$ cat config.mk
export PLATFORM = sky130hd
export DESIGN_NAME = bgp_startup_ctrl
export DESIGN_NICKNAME = d
export VERILOG_FILES = /design/src/rtl/bgp_ctrl_pkg.sv /design/src/rtl/bgp_sync2.sv /design/src/rtl/bgp_startup_ctrl.sv
export SDC_FILE = /design/constraint.sdc
export NUM_CORES = 1
export LEC_CHECK = 0
export BUFFER_PORTS_ARGS = -buffer_cell sky130_fd_sc_hd__clkbuf_2
export CORE_ASPECT_RATIO = 1.5
export CORE_MARGIN = 3
export CORE_UTILIZATION = 50
export CTS_CLUSTER_SIZE = 16
export DETAILED_ROUTE_END_ITERATION = 16
export GPL_ROUTABILITY_DRIVEN = 1
export PLACE_DENSITY_LB_ADDON = 0.25
export SLEW_MARGIN = 20
export SYNTH_ARGS = -nofsm -noshare
export SYNTH_HDL_FRONTEND = slang
export SYNTH_HIERARCHICAL = 1
export SYNTH_SLANG_ARGS = --single-unit
$ cat constraint.sdc
create_clock -name wb_clk_i -period 5.2 [get_ports wb_clk_i]
set_input_delay 1.04 -clock wb_clk_i [delete_from_list [all_inputs] [get_ports wb_clk_i]]
set_output_delay 1.04 -clock wb_clk_i [all_outputs]
set_load 0.03 [all_outputs]
$ cat src/rtl/bgp_ctrl_pkg.sv
// Shared state encodings, default timing constants and output bundle for the bandgap startup controller.
package bgp_ctrl_pkg;

    localparam logic [2:0] ST_IDLE      = 3'd0;
    localparam logic [2:0] ST_SETTLE    = 3'd1;
    localparam logic [2:0] ST_CHECK     = 3'd2;
    localparam logic [2:0] ST_READY     = 3'd3;
    localparam logic [2:0] ST_RETRY_OFF = 3'd4;
    localparam logic [2:0] ST_FAULT     = 3'd5;

    localparam int DEF_SETTLE_CYCLES   = 64;
    localparam int DEF_DEBOUNCE_CYCLES = 4;
    localparam int DEF_CHECK_TIMEOUT   = 32;
    localparam int DEF_OFF_CYCLES      = 8;
    localparam int DEF_MAX_RETRIES     = 2;

    typedef struct packed {
        logic en;
        logic ready;
        logic fault;
    } bgp_out_t;

    function automatic int max3(input int a, input int b, input int c);
        int m;
        m = (a > b) ? a : b;
        return (m > c) ? m : c;
    endfunction

endpackage

$ cat src/rtl/bgp_sync2.sv
// Two-flop synchronizer for the asynchronous comparator flag; 2-cycle latency, no backpressure.
module bgp_sync2 (
    input  logic wb_clk_i,
    input  logic wb_rst_i,
    input  logic d,
    output logic q
);

    logic meta_q;
    logic sync_q;

    always_ff @(posedge wb_clk_i) begin
        if (wb_rst_i) begin
            meta_q <= 1'b0;
            sync_q <= 1'b0;
        end else begin
            meta_q <= d;
            sync_q <= meta_q;
        end
    end

    assign q = sync_q;

endmodule

$ cat src/rtl/bgp_startup_ctrl.sv
// Bandgap enable/settle/check sequencer with debounced good-reference detection, retries and sticky fault.
// Outputs registered one cycle after the deciding sample; no backpressure, start/stop sampled every cycle.
module bgp_startup_ctrl
    import bgp_ctrl_pkg::*;
#(
    parameter int SETTLE_CYCLES   = DEF_SETTLE_CYCLES,
    parameter int DEBOUNCE_CYCLES = DEF_DEBOUNCE_CYCLES,
    parameter int CHECK_TIMEOUT   = DEF_CHECK_TIMEOUT,
    parameter int OFF_CYCLES      = DEF_OFF_CYCLES,
    parameter int MAX_RETRIES     = DEF_MAX_RETRIES
) (
    input  logic       wb_clk_i,
    input  logic       wb_rst_i,
    input  logic       start,
    input  logic       stop,
    input  logic       vbgp_ok,
    output logic       en,
    output logic       ready,
    output logic       fault,
    output logic [2:0] state,
    output logic [1:0] retry_cnt
);

    // One phase counter is shared by SETTLE, CHECK timeout and RETRY_OFF since they never overlap.
    localparam int PHASE_MAX = max3(SETTLE_CYCLES, CHECK_TIMEOUT, OFF_CYCLES);
    localparam int CW        = $clog2(PHASE_MAX + 1);
    localparam int DW        = $clog2(DEBOUNCE_CYCLES + 1);

    localparam logic [CW-1:0] SETTLE_LAST  = CW'(SETTLE_CYCLES - 1);
    localparam logic [CW-1:0] TIMEOUT_LAST = CW'(CHECK_TIMEOUT - 1);
    localparam logic [CW-1:0] OFF_LAST     = CW'(OFF_CYCLES - 1);
    localparam logic [DW-1:0] DEB_LAST     = DW'(DEBOUNCE_CYCLES - 1);
    localparam logic [1:0]    RETRY_MAX    = 2'(MAX_RETRIES);

    logic          ok_s;
    logic [2:0]    state_q, state_d;
    logic [CW-1:0] cnt_q, cnt_d;
    logic [DW-1:0] dbc_q, dbc_d;
    logic [1:0]    retry_q, retry_d;
    bgp_out_t      out_q, out_d;
    logic          attempt_fail;

    bgp_sync2 u_sync (
        .wb_clk_i (wb_clk_i),
        .wb_rst_i (wb_rst_i),
        .d        (vbgp_ok),
        .q        (ok_s)
    );

    always_comb begin
        state_d      = state_q;
        cnt_d        = cnt_q;
        dbc_d        = dbc_q;
        retry_d      = retry_q;
        attempt_fail = 1'b0;

        if (stop) begin
            state_d = ST_IDLE;
            cnt_d   = '0;
            dbc_d   = '0;
            retry_d = 2'd0;
        end else begin
            case (state_q)
                ST_IDLE: begin
                    if (start) begin
                        state_d = ST_SETTLE;
                        cnt_d   = '0;
                        dbc_d   = '0;
                        retry_d = 2'd0;
                    end
                end
                ST_SETTLE: begin
                    if (cnt_q == SETTLE_LAST) begin
                        state_d = ST_CHECK;
                        cnt_d   = '0;
                        dbc_d   = '0;
                    end else begin
                        cnt_d = cnt_q + 1'b1;
                    end
                end
                ST_CHECK: begin
                    // Confirmation is evaluated first so it wins a tie with the timeout.
                    if (ok_s && (dbc_q == DEB_LAST)) begin
                        state_d = ST_READY;
                        cnt_d   = '0;
                        dbc_d   = '0;
                    end else begin
                        dbc_d = ok_s ? (dbc_q + 1'b1) : '0;
                        if (cnt_q == TIMEOUT_LAST) begin
                            attempt_fail = 1'b1;
                        end else begin
                            cnt_d = cnt_q + 1'b1;
                        end
                    end
                end
                ST_READY: begin
                    if (ok_s) begin
                        dbc_d = '0;
                    end else if (dbc_q == DEB_LAST) begin
                        attempt_fail = 1'b1;
                    end else begin
                        dbc_d = dbc_q + 1'b1;
                    end
                end
                ST_RETRY_OFF: begin
                    if (cnt_q == OFF_LAST) begin
                        state_d = ST_SETTLE;
                        cnt_d   = '0;
                    end else begin
                        cnt_d = cnt_q + 1'b1;
                    end
                end
                ST_FAULT: begin
                    state_d = ST_FAULT;
                end
                default: begin
                    state_d = ST_IDLE;
                    cnt_d   = '0;
                    dbc_d   = '0;
                    retry_d = 2'd0;
                end
            endcase

            // Guarding the increment keeps retry_cnt saturated at the limit.
            if (attempt_fail) begin
                cnt_d = '0;
                dbc_d = '0;
                if (retry_q < RETRY_MAX) begin
                    state_d = ST_RETRY_OFF;
                    retry_d = retry_q + 2'd1;
                end else begin
                    state_d = ST_FAULT;
                end
            end
        end

        out_d.en    = (state_d == ST_SETTLE) || (state_d == ST_CHECK) || (state_d == ST_READY);
        out_d.ready = (state_d == ST_READY);
        out_d.fault = (state_d == ST_FAULT);
    end

    always_ff @(posedge wb_clk_i) begin
        if (wb_rst_i) begin
            state_q <= ST_IDLE;
            cnt_q   <= '0;
            dbc_q   <= '0;
            retry_q <= 2'd0;
            out_q   <= '0;
        end else begin
            state_q <= state_d;
            cnt_q   <= cnt_d;
            dbc_q   <= dbc_d;
            retry_q <= retry_d;
            out_q   <= out_d;
        end
    end

    assign en        = out_q.en;
    assign ready     = out_q.ready;
    assign fault     = out_q.fault;
    assign state     = state_q;
    assign retry_cnt = retry_q;

endmodule
Word-level counts from Yosys, hierarchy flattened. Cells that the tools add are included.

Bits in writable memories: 0. Latch bits: 0. Bits in registers: 20. Memories: 0. Output and inout port bits: 8. Bits in read-only memories: 0. Input port bits: 5.

Mux-type cells: 31. Multipliers: 0. Reductions and logical operators: 11. Shifts and indexed selects: 0. $add $sub $neg: 3. Divide/modulo/power cells: 0. Equal/unequal tests: 17. Bitwise operators: 2. $lt $le $gt $ge: 1.

Operators by type and width (number): two-way mux 3 bit (12); two-way mux 7 bit (5); one-hot mux 7 bit (5 select lines) (1); one-hot mux 3 bit (6 select lines) (1); == test 3 x 2 -> 1 bit (second input constant) (5); one-hot mux 3 bit (5 select lines) (1); == test 3 bit (second input constant) (3); adder 7 x 1 -> 7 bit (second input constant) (1); == test 7 x 3 -> 1 bit (second input constant) (1); == test 7 x 5 -> 1 bit (second input constant) (1); == test 7 x 6 -> 1 bit (second input constant) (1); == test 3 x 1 -> 1 bit (second input constant) (2); two-way mux 1 bit (6); two-way mux 2 bit (3); OR reduction 2 bit (3); OR reduction 5 bit (1); != test 2 bit (second input constant) (2); one-hot mux 2 bit (2 select lines) (1); AND reduction 4 bit (1); adder 3 x 1 -> 3 bit (second input constant) (1); logical NOT 3 bit (1); != test 3 x 2 -> 1 bit (second input constant) (1); != test 3 bit (second input constant) (1); AND reduction 3 bit (1); 7 further kinds (9).

Depth between registers and ports, before layout. Gate-level depths: netlist of run 1.

Depth after elaboration: 10. Depth in mapped cells: 8.

Modules after synthesis. Netlist of run 1, hierarchy kept.

Modules (own cells, without submodules): bgp_startup_ctrl (area an instance 1062.3 um^2, times used 1, cells each 131, sequential area each 360.3 um^2); bgp_sync2 (area an instance 52.6 um^2, times used 1, cells each 4, sequential area each 40.0 um^2).

Least setup slack after synthesis of run 1. Ideal clock, no wire load.

Path kind: input port to flip-flop. Start point: in stop. End point: reg out_q, in the netlist ready. Stages on the path: 5. Data required time: 5.136 ns. Slack: 3.025 ns. Arrival: 2.111 ns. Cells stage by stage: or2_1 > clkbuf_1 > nand3b_1 > or3_1 > nor2_1.

Cells in the longest elaborated chain, start to end: 2.

Ends and longest elaborated chain: start, declared (line bgp_startup_ctrl.sv:15) `input logic stop,`; two-way mux 3 bit (line bgp_startup_ctrl.sv:57) `if (stop) begin`; == test 3 x 2 -> 1 bit (line bgp_startup_ctrl.sv:138) `out_d.ready = (state_d == ST_READY);`; end signal, assigned (line bgp_startup_ctrl.sv:154) `out_q <= out_d;`; end, declared (line bgp_startup_ctrl.sv:40) `bgp_out_t out_q, out_d;`.

No other way between the ends. A chain may end at the register's enable or synchronous reset.

Worst setup path after layout of run 1.
Start point: reg dbc_q[0]. End point: reg cnt_q[3].

Cells in the longest elaborated chain, start to end: 6. Elaborated cells on any way between the ends: 12. Those cells by class: eq/ne (2); mux (7); reduce/logical (3).

Ends and longest elaborated chain: start, declared (line bgp_startup_ctrl.sv:38) `logic [DW-1:0] dbc_q, dbc_d;`; start signal, assigned (line bgp_startup_ctrl.sv:146) `dbc_q <= '0;`; start signal, assigned (line bgp_startup_ctrl.sv:152) `dbc_q <= dbc_d;`; == test 3 x 2 -> 1 bit * (line bgp_startup_ctrl.sv:83, bgp_startup_ctrl.sv:99); two-way mux 1 bit or logical AND 1 bit (tied branches) (line bgp_startup_ctrl.sv:99, bgp_startup_ctrl.sv:83); two-way mux 1 bit, on equally long branches (line bgp_startup_ctrl.sv:97, bgp_startup_ctrl.sv:83); one-hot mux 1 bit (2 select lines) (line bgp_startup_ctrl.sv:63) `case (state_q)`; two-way mux 1 bit (line bgp_startup_ctrl.sv:57); OR reduction 3 bit (no source line); end signal, assigned (line bgp_startup_ctrl.sv:151) `cnt_q <= cnt_d;`; end, declared (line bgp_startup_ctrl.sv:37) `logic [CW-1:0] cnt_q, cnt_d;`.

Every way passes the cells marked *; elsewhere a longest branch is shown, timed or not. The select of a mux whose other input is x is not followed.

==> flow_summary.ini, run 1 <==
[placement]
dpl.cell_count = 162
dpl_worst_slack_ns = 2.55
gp_congestion = 0.887
dp_hpwl_um = 1700
port_buffers = 12

[worst_setup_path]
crit_family = simple AND/OR/NAND/NOR gates
cp.required_ns = 5.40
start_kind = register
cp_common_cell = ha_1
critPathBufInv = 0
cp_cell_sequence = ha_1 -> ha_1 -> a21oi_1 -> nand4_1 -> nand3b_1 -> and2b_1 -> a211o_1
cp_slowest_stage_delay_ns = 0.48
crit_slowest_cell = nand3b_1
end_kind = register
path_max_fanout = 15
cp_data_arrival_time_ns = 2.54
crit_type = reg2reg

[global_routing]
grt_max_degree = 16
grt.total_usage_pct = 17.8
antenna_found_initial = 0
grt_pass1_wl_um = 3900
grt_overflow_total = 0
grt_pass1_vias = 952

[die]
row_count = 20
top_level_ports = 13
die_x_um = 44.6
initial_core_util_pct = 53.7
die_y_um = 63.8
die-area_um2 = 2840
coreArea_um2 = 2080

[run_status]
outcome = completed

[power_and_ir_drop]
p_leak_nw = 0.469
vdd.ir_drop.worst_v = 0.000147
power_density_nw_per_um2 = 223
power.total_uw = 268

[sta]
drv_slew = 0
timing.final.ws_setup_ns = 2.86
worst_pin_slew_ns = 0.580
fin_skew_ns = 0.000735
fmax_mhz = 427
setup_tns_ns = 0
setup_violations = 0
hold_viol = 0
max_slew_margin_pct = 61.2
period_needed_ns = 2.34
rsz0062_at_grt = false
period_share_pct = 45.0

[clock_tree]
cts_setup_buffers = 0
cts_buffer_depth = 2
root_buffer = clkbuf_4
cts_tree = yes
clk_pin_slew_ns = 0.11
clock-sinks = 20
clk-insertion-delay-late_ns = 0.30
hold_buffers = 0
h-tree-depth = 1
cts_resized = 0
cts_made_buffers = 3

[final_layout]
antenna_cells = 0
final_nets = 153
instances_no_fill = 166
syn_to_final_growth_pct = 7.63
drive_gt1_share_pct = 16.0

[routing]
via_per_inst = 5.80
ant_nets = 0
drt_drc_violations_left = 0
wl_per_cell_um = 13.4
drt_first_pass_iters = 5
num_vias = 963
wl_um = 2220
first_iter_violations = 12

[logic_synthesis]
ys_warn_count = 6
netlist_area_um2 = 1110
synth-async-reset-ratio_pct = 0
yosysTopAreaCellShare_pct = 35.9
synth-main-ff-cell = dfxtp_1
synth.distinct_cells = 41
syn_avg_cell_area_um2 = 8.26
synth_edf_count = 0
synth_area_leaders = dfxtp_1 (36%), a21oi_1 (4.9%), nand2_1 (4.7%), nor2b_1 (3.9%), nor2_1 (3.7%)
yosysTopAreaCell = dfxtp_1
ys_ff_latch = 20
yosysSeqAreaShare_pct = 35.9
synth_fp_nets = 143
netlist_instances = 135

[hold_path]
hp-class = reg2reg

[job]
maxCapViolCount = 0
-- state kept, by name (all words and copies together), names as in the netlist --
signal and count:
ready 1, u_sync/meta_q 1, u_sync/q 1, dbc_q 3, cnt_q 7, state 3, en 1, retry_cnt 2
fault 1
-- cells by family (layout without fill, tap and decap cells) --
logic type	Yosys count	in the layout	share of synthesized area, %
multiplexers	4	4	3.70
adder cells (fa/ha/maj)	3	3	3.37
flip-flops	20	20	35.9
buffers and inverters	12	21	5.16
AND/OR/NAND/NOR	69	69	34.6
AO/OA/AOI/OAI	27	27	17.3
-- final timing paths --
path	slack, ns	cells after the start	end	start
min	0.45	1	u_sync/q$_SDFF_PP0_	u_sync/meta_q$_SDFF_PP0_
max	2.86	7	cnt_q[3]$_SDFFE_PP0P_	dbc_q[0]$_SDFFE_PP0P_
min reg2reg	0.45	1	u_sync/q$_SDFF_PP0_	u_sync/meta_q$_SDFF_PP0_
max reg2reg	2.86	7	cnt_q[3]$_SDFFE_PP0P_	dbc_q[0]$_SDFFE_PP0P_
-- cell usage after synthesis (2+ instances only) --
cell      instances
nand2_1          14
nand4_1           2
and3b_1           2
nor3_1            8
mux2i_1           3
nor2_1           11
a21oi_1          11
ha_1              3
buf_4             2
nor4_1            3
o21ai_0           4
a211o_1           3
dfxtp_1          20
inv_1             4
buf_2             4
or3_1             5
nor2b_1           7
nand3_1           4
nand3b_1          3
-- area by class of cell --
class | count | area (um2)
multi-input combinational | 103 | 657
tap | 22 | 27.5
sequential | 20 | 400
timing repair buffer | 12 | 60.1
clock buffer | 4 | 36.3
fill | 202 | 877
inverter | 5 | 18.8
-- stage by stage --
stage               util [%]  cell area (um2)  hold WS (ns)
finish                  57.8             1200         0.454
global route            57.8             1200         0.463
CTS                     57.8             1200         0.457
detailed placement      56.0             1160         0.433
global placement        56.0             1160         0.437
floorplan                  -             1110         0.414
-- per-layer routing --
| layer | up-vias | wire (um) | part of all wire (%) | track usage [%] |
|---|---|---|---|---|
| li1 | 499 | - | - | - |
| met2 | 13 | 1180 | 53 | 32.0 |
| met4 | 0 | 73 | 3.3 | 9.81 |
| met1 | 444 | 922 | 42 | 18.5 |
| met3 | 7 | 48 | 2.2 | 2.54 |
| met5 | - | 0 | 0 | 0 |
-- where the power goes --
group	leakage, nW	switching, mW	internal, mW
Sequential	0.162	0.00159	0.155
Clock	0.0210	0.0465	0.0427
Combinational	0.286	0.0127	0.00942
Total	0.469	0.0608	0.207
-- cell usage in the layout, fill, tap and decap left out, drive strengths merged --
cell,n
inv,5
nor3b,1
and2,1
or3,5
or2,1
o221a,1
o31ai,1
nor2b,7
o211ai,1
dfxtp,20
nor4,3
o21bai,1
a31oi,1
o21ai,6
and3b,2
nand3,4
ha,3
and2b,2
clkbuf,16
nand2,14
a211o,3
nand4,2
nand2b,1
mux2,1
mux2i,3
nand3b,3
a2bb2oi,1
nor2,11
nor3,8
nand4b,1
o311a,1
a21oi,11
or3b,1
nor4b,2
No activity file was read; power rests on OpenSTA's default activity.
==> run 2, diff against run 1 <==
clock period = 1.95 ns   (was 5.2 ns; I/O delays follow)
==> flow_summary.ini, run 2 (synthesized netlist as in run 1, its figures left out) <==
[run_status]
outcome = completed

[global_routing]
grt_pass1_wl_um = 4410
grt-busiest-layer = met2
grt_overflow_total = 0
gr-usage-met1_pct = 20.6
grt_max_degree = 12
antenna_found_initial = 0
grt.total_usage_pct = 19.8
use_met2_pct = 34.2
grt_pass1_vias = 1109
met3_usage_pct = 3.94

[die]
coreArea_um2 = 2080
die_x_um = 44.6
die_y_um = 63.8
top_level_ports = 13
row_count = 20
die-area_um2 = 2840
initial_core_util_pct = 53.7

[worst_setup_path]
cp.required_ns = 2.19
crit_slowest_cell = or3_1
end_kind = register
crit_type = reg2reg
path_max_fanout = 10
r2r_slack_ns = 0.10
r2r_start = cnt_q[0]$_SDFFE_PP0P_
cp_slowest_stage_delay_ns = 0.38
cp_data_arrival_time_ns = 2.09
reg2reg_depth = 7
reg2reg_to = ready$_SDFF_PP0_
critPathBufInv = 1
cp_cell_sequence = ha_4 -> and3b_2 -> nand4_1 -> nand3b_1 -> buf_6 -> or3_1 -> nor2_1
crit_family = simple AND/OR/NAND/NOR gates
start_kind = register

[final_layout]
drive_gt1_share_pct = 26.7
antenna_cells = 0
final_cell_mix = dfxtp_1 (16), nand2_1 (14), clkbuf_2 (12)
largest_reg_flops = 7
final_common_cell = dfxtp_1
final_nets = 160
syn_to_final_growth_pct = 16.8
regMostFlops = cnt_q

[hold_path]
hold_depth = 2
hold_start = wb_rst_i
hold_path_end = u_sync/q$_SDFF_PP0_
hp-class = in2reg

[power_and_ir_drop]
power_density_nw_per_um2 = 527
p_leak_nw = 0.494
vdd.ir_drop.worst_v = 0.000465

[clock_tree]
clock-sinks = 20
root_buffer = clkbuf_4
clk-insertion-delay-late_ns = 0.30
h-tree-depth = 1
hold_buffers = 0
cts_made_buffers = 3
cts_buffer_depth = 2
cts_tree = yes
clk_pin_slew_ns = 0.11

[job]
maxCapViolCount = 0

[sta]
drv_slew = 0
worst_pin_slew_ns = 0.430
period_needed_ns = 1.85
fmax_mhz = 541
fin_skew_ns = 0.00212
setup_violations = 0
timing.final.ws_setup_ns = 0.103
hold_slack_ns = 0.251
max_slew_margin_pct = 71.0
hold_viol = 0
period_share_pct = 94.7

[placement]
port_buffers = 12
gp_congestion = 0.922
dpl_worst_slack_ns = 0.0165
dp_hpwl_um = 1910

[routing]
num_vias = 1062
first_iter_violations = 31
drt_first_pass_iters = 4
drt_drc_violations_left = 0
wl_per_cell_um = 15.0
via_per_inst = 6.17
ant_nets = 0
wl_um = 2590
==> run 2: cell types whose count changed in the layout (fill, tap and decap cells not counted), moves of 2 or more <==
cell,change
a21oi_1,-2
buf_4,+6
dfxtp_1,-4
dfxtp_2,+4
ha_1,-3
ha_4,+3
==> run 2: final cells by class <==
type	count	area (um2)
multi-input cells	103	712
flip-flops and latches	20	405
fillers	171	774
repair buffers	19	116
well taps	22	27.5
clock buffers	3	22.5
inverters	5	18.8
==> run 2: worst max path at each step <==
| stage | startpoint | end | depth (start not counted) |
|---|---|---|---|
| 4_1_cts | cnt_q[0]$_SDFFE_PP0P_ | ready$_SDFF_PP0_ | 7 |
| 3_5_place_dp | dbc_q[0]$_SDFFE_PP0P_ | retry_cnt[0]$_SDFF_PP0_ | 7 |
| 2_1_floorplan | dbc_q[0]$_SDFFE_PP0P_ | cnt_q[4]$_SDFFE_PP0P_ | 7 |
| 5_1_grt | dbc_q[0]$_SDFFE_PP0P_ | cnt_q[4]$_SDFFE_PP0P_ | 7 |
| 6_report | cnt_q[0]$_SDFFE_PP0P_ | ready$_SDFF_PP0_ | 7 |
| 3_3_place_gp | dbc_q[0]$_SDFFE_PP0P_ | cnt_q[4]$_SDFFE_PP0P_ | 7 |
==> run 2: where the power goes <==
group | internal, mW | leakage (nW) | total, mW | switching, mW
registers | 0.413 | 0.164 | 0.419 | 0.00570
clock network | 0.0721 | 0.0138 | 0.198 | 0.126
logic | 0.0329 | 0.317 | 0.0692 | 0.0364
total | 0.518 | 0.494 | 0.686 | 0.168
==> run 2: per-layer routing <==
layer,share of wire [%],vias up
li1,-,520
met5,0,-
met1,38,488
met2,52,37
met3,4.4,17
met4,5.3,0
==> run 2: stage by stage <==
stage	total power, mW	instances	area, um2	setup TNS, ns	utilization (%)
final	0.686	172	1300	0	62.7
after global routing	0.716	172	1300	-0.142	62.7
after CTS	0.683	172	1240	0	59.8
after detailed placement	0.493	169	1220	0	58.6
after global placement	0.492	169	1220	0	58.6
after floorplan	0.472	135	1110	0	-
==> run 2: timing repair <==
| action | in CTS | in global routing |
|---|---|---|
| gates resized for setup | 1 | 15 |
| pin swaps | 2 | 3 |
| buffers inserted | 0 | 0 |
| setup endpoints to repair | 4 | 10 |
==> run 3, diff against run 2 <==
ABC_AREA = 1   (was default)
MAX_ROUTING_LAYER = met4   (was default)
REMOVE_ABC_BUFFERS = 1   (was default)
==> flow_summary.ini, run 3 <==
[run_status]
outcome = completed

[power_and_ir_drop]
p_leak_nw = 0.590
power_density_nw_per_um2 = 595
power.total_uw = 727
vdd.ir_drop.worst_v = 0.000386

[sta]
setup_tns_ns = 0
hold_viol = 0
rsz0062_at_grt = false
worst_pin_slew_ns = 0.338
fin_skew_ns = 0.00439
drv_slew = 0
period_needed_ns = 1.72
fmax_mhz = 580
timing.final.ws_setup_ns = 0.226
max_slew_margin_pct = 77.3
period_share_pct = 88.4
hold_slack_ns = 0.267
setup_violations = 0

[final_layout]
syn_to_final_growth_pct = 11.3
fin_util_pct = 59.6
final_cell_mix = nor2_1 (36), nand2_1 (31), inv_1 (20), dfxtp_1 (20), nand3_1 (14)
design_area_um2 = 1220
largest_reg_flops = 7
drive_gt1_share_pct = 17.5
antenna_cells = 0
instances_no_fill = 205
final_common_cell = nor2_1
regMostFlops = cnt_q
final_nets = 192

[global_routing]
grt.total_usage_pct = 19.7
grt_overflow_total = 0
grt_max_degree = 12
antenna_found_initial = 0
grt_pass1_wl_um = 4110
grt_pass1_vias = 1062

[clock_tree]
h-tree-depth = 1
clk-insertion-delay-late_ns = 0.30
hold_buffers = 0
cts_made_buffers = 3
clock-sinks = 20
cts_tree = yes
root_buffer = clkbuf_4
cts_buffer_depth = 2
cts_resized = 0
clk_pin_slew_ns = 0.11
cts_setup_buffers = 0

[routing]
wl_um = 2440
drt_first_pass_iters = 4
ant_nets = 0
drt_drc_violations_left = 0
via_per_inst = 5.31
first_iter_violations = 18
wl_per_cell_um = 11.9
num_vias = 1089

[logic_synthesis]
synth-async-reset-ratio_pct = 0
yosysSeqAreaShare_pct = 36.4
netlist_instances = 167
netlist_area_um2 = 1100
synth_edf_count = 0
yosysTopAreaCellShare_pct = 36.4
ys_ff_latch = 20
synth-main-ff-cell = dfxtp_1
ys_warn_count = 6
synthTopCellsByCount = nor2_1 (36), nand2_1 (31), dfxtp_1 (20), inv_1 (20), nand3_1 (14)
yosysTopAreaCell = dfxtp_1
synth_area_leaders = dfxtp_1 (36%), nor2_1 (12%), nand2_1 (11%), inv_1 (6.8%), nand3_1 (6.4%)
synth_most_common_cell = nor2_1
synth.distinct_cells = 22
syn_avg_cell_area_um2 = 6.58

[placement]
place_area_um2 = 1190
dp_hpwl_um = 1990
port_buffers = 12
dpl.cell_count = 201
gp_congestion = 0.931
dpl_worst_slack_ns = 0.242

[die]
die_y_um = 63.4
row_count = 20
initial_core_util_pct = 53.5
die-area_um2 = 2810
coreArea_um2 = 2050
die_x_um = 44.3
top_level_ports = 13

[worst_setup_path]
r2r_slack_ns = 0.23
reg2reg_depth = 11
path_max_fanout = 8
end_kind = register
cp_data_arrival_time_ns = 1.94
start_kind = register
crit_type = reg2reg
cp.required_ns = 2.16

[hold_path]
hold_depth = 3
hp-class = in2reg

[job]
maxCapViolCount = 0
[run 3: worst max-delay path, stage by stage, from the launching register on]
cell and delay, ns:
dfxtp_1 0.34, ha_1 0.20, ha_1 0.19, nand2_1 0.10
inv_1 0.06, nor2_2 0.16, nand2_2 0.10, nand2_2 0.15
inv_2 0.09, a21o_1 0.16, nand2_1 0.05, inv_1 0.03
[run 3: cell families after synthesis]
| group | Yosys count | share of synthesized area (%) |
|---|---|---|
| and+or+nand+nor | 96 | 40.1 |
| AOI/OAI and AO/OA | 22 | 10.7 |
| xor gates and xnor gates | 1 | 0.797 |
| DFF | 20 | 36.4 |
| adders and majority gates | 3 | 3.42 |
| buffers and inverters | 25 | 8.54 |
[run 3: cell type report]
cell class                      count  area [um2]
Clock buffer                        4        36.3
Tap cell                           22        27.5
Multi-Input combinational cell    122         604
Sequential cell                    20         400
Inverter                           25        93.8
Fill cell                         189         830
Timing Repair Buffer               12        60.1
[run 3: worst paths after layout]
check,from,to
setup / recovery,dbc_q[0]$_SDFFE_PP0P_,cnt_q[0]$_SDFFE_PP0P_
hold / removal,vbgp_ok,u_sync/meta_q$_SDFF_PP0_
setup reg to reg,dbc_q[0]$_SDFFE_PP0P_,cnt_q[0]$_SDFFE_PP0P_
hold reg to reg,u_sync/meta_q$_SDFF_PP0_,u_sync/q$_SDFF_PP0_
[run 3: per-layer routing]
layer / vias to the layer above / GRT usage [%] / wire length (um)
met1: 485 / 18.5 / 941
met3: 11 / 4.29 / 95
met2: 31 / 34.3 / 1320
met4: 0 / 12.5 / 89
li1: 562 / - / -
met5: - / - / 0
[run 3: power by group]
group	switching (mW)	internal (mW)	total, mW	leakage (nW)
Clock	0.128	0.114	0.242	0.0210
Sequential	0.00432	0.415	0.419	0.162
Combinational	0.0449	0.0212	0.0661	0.407
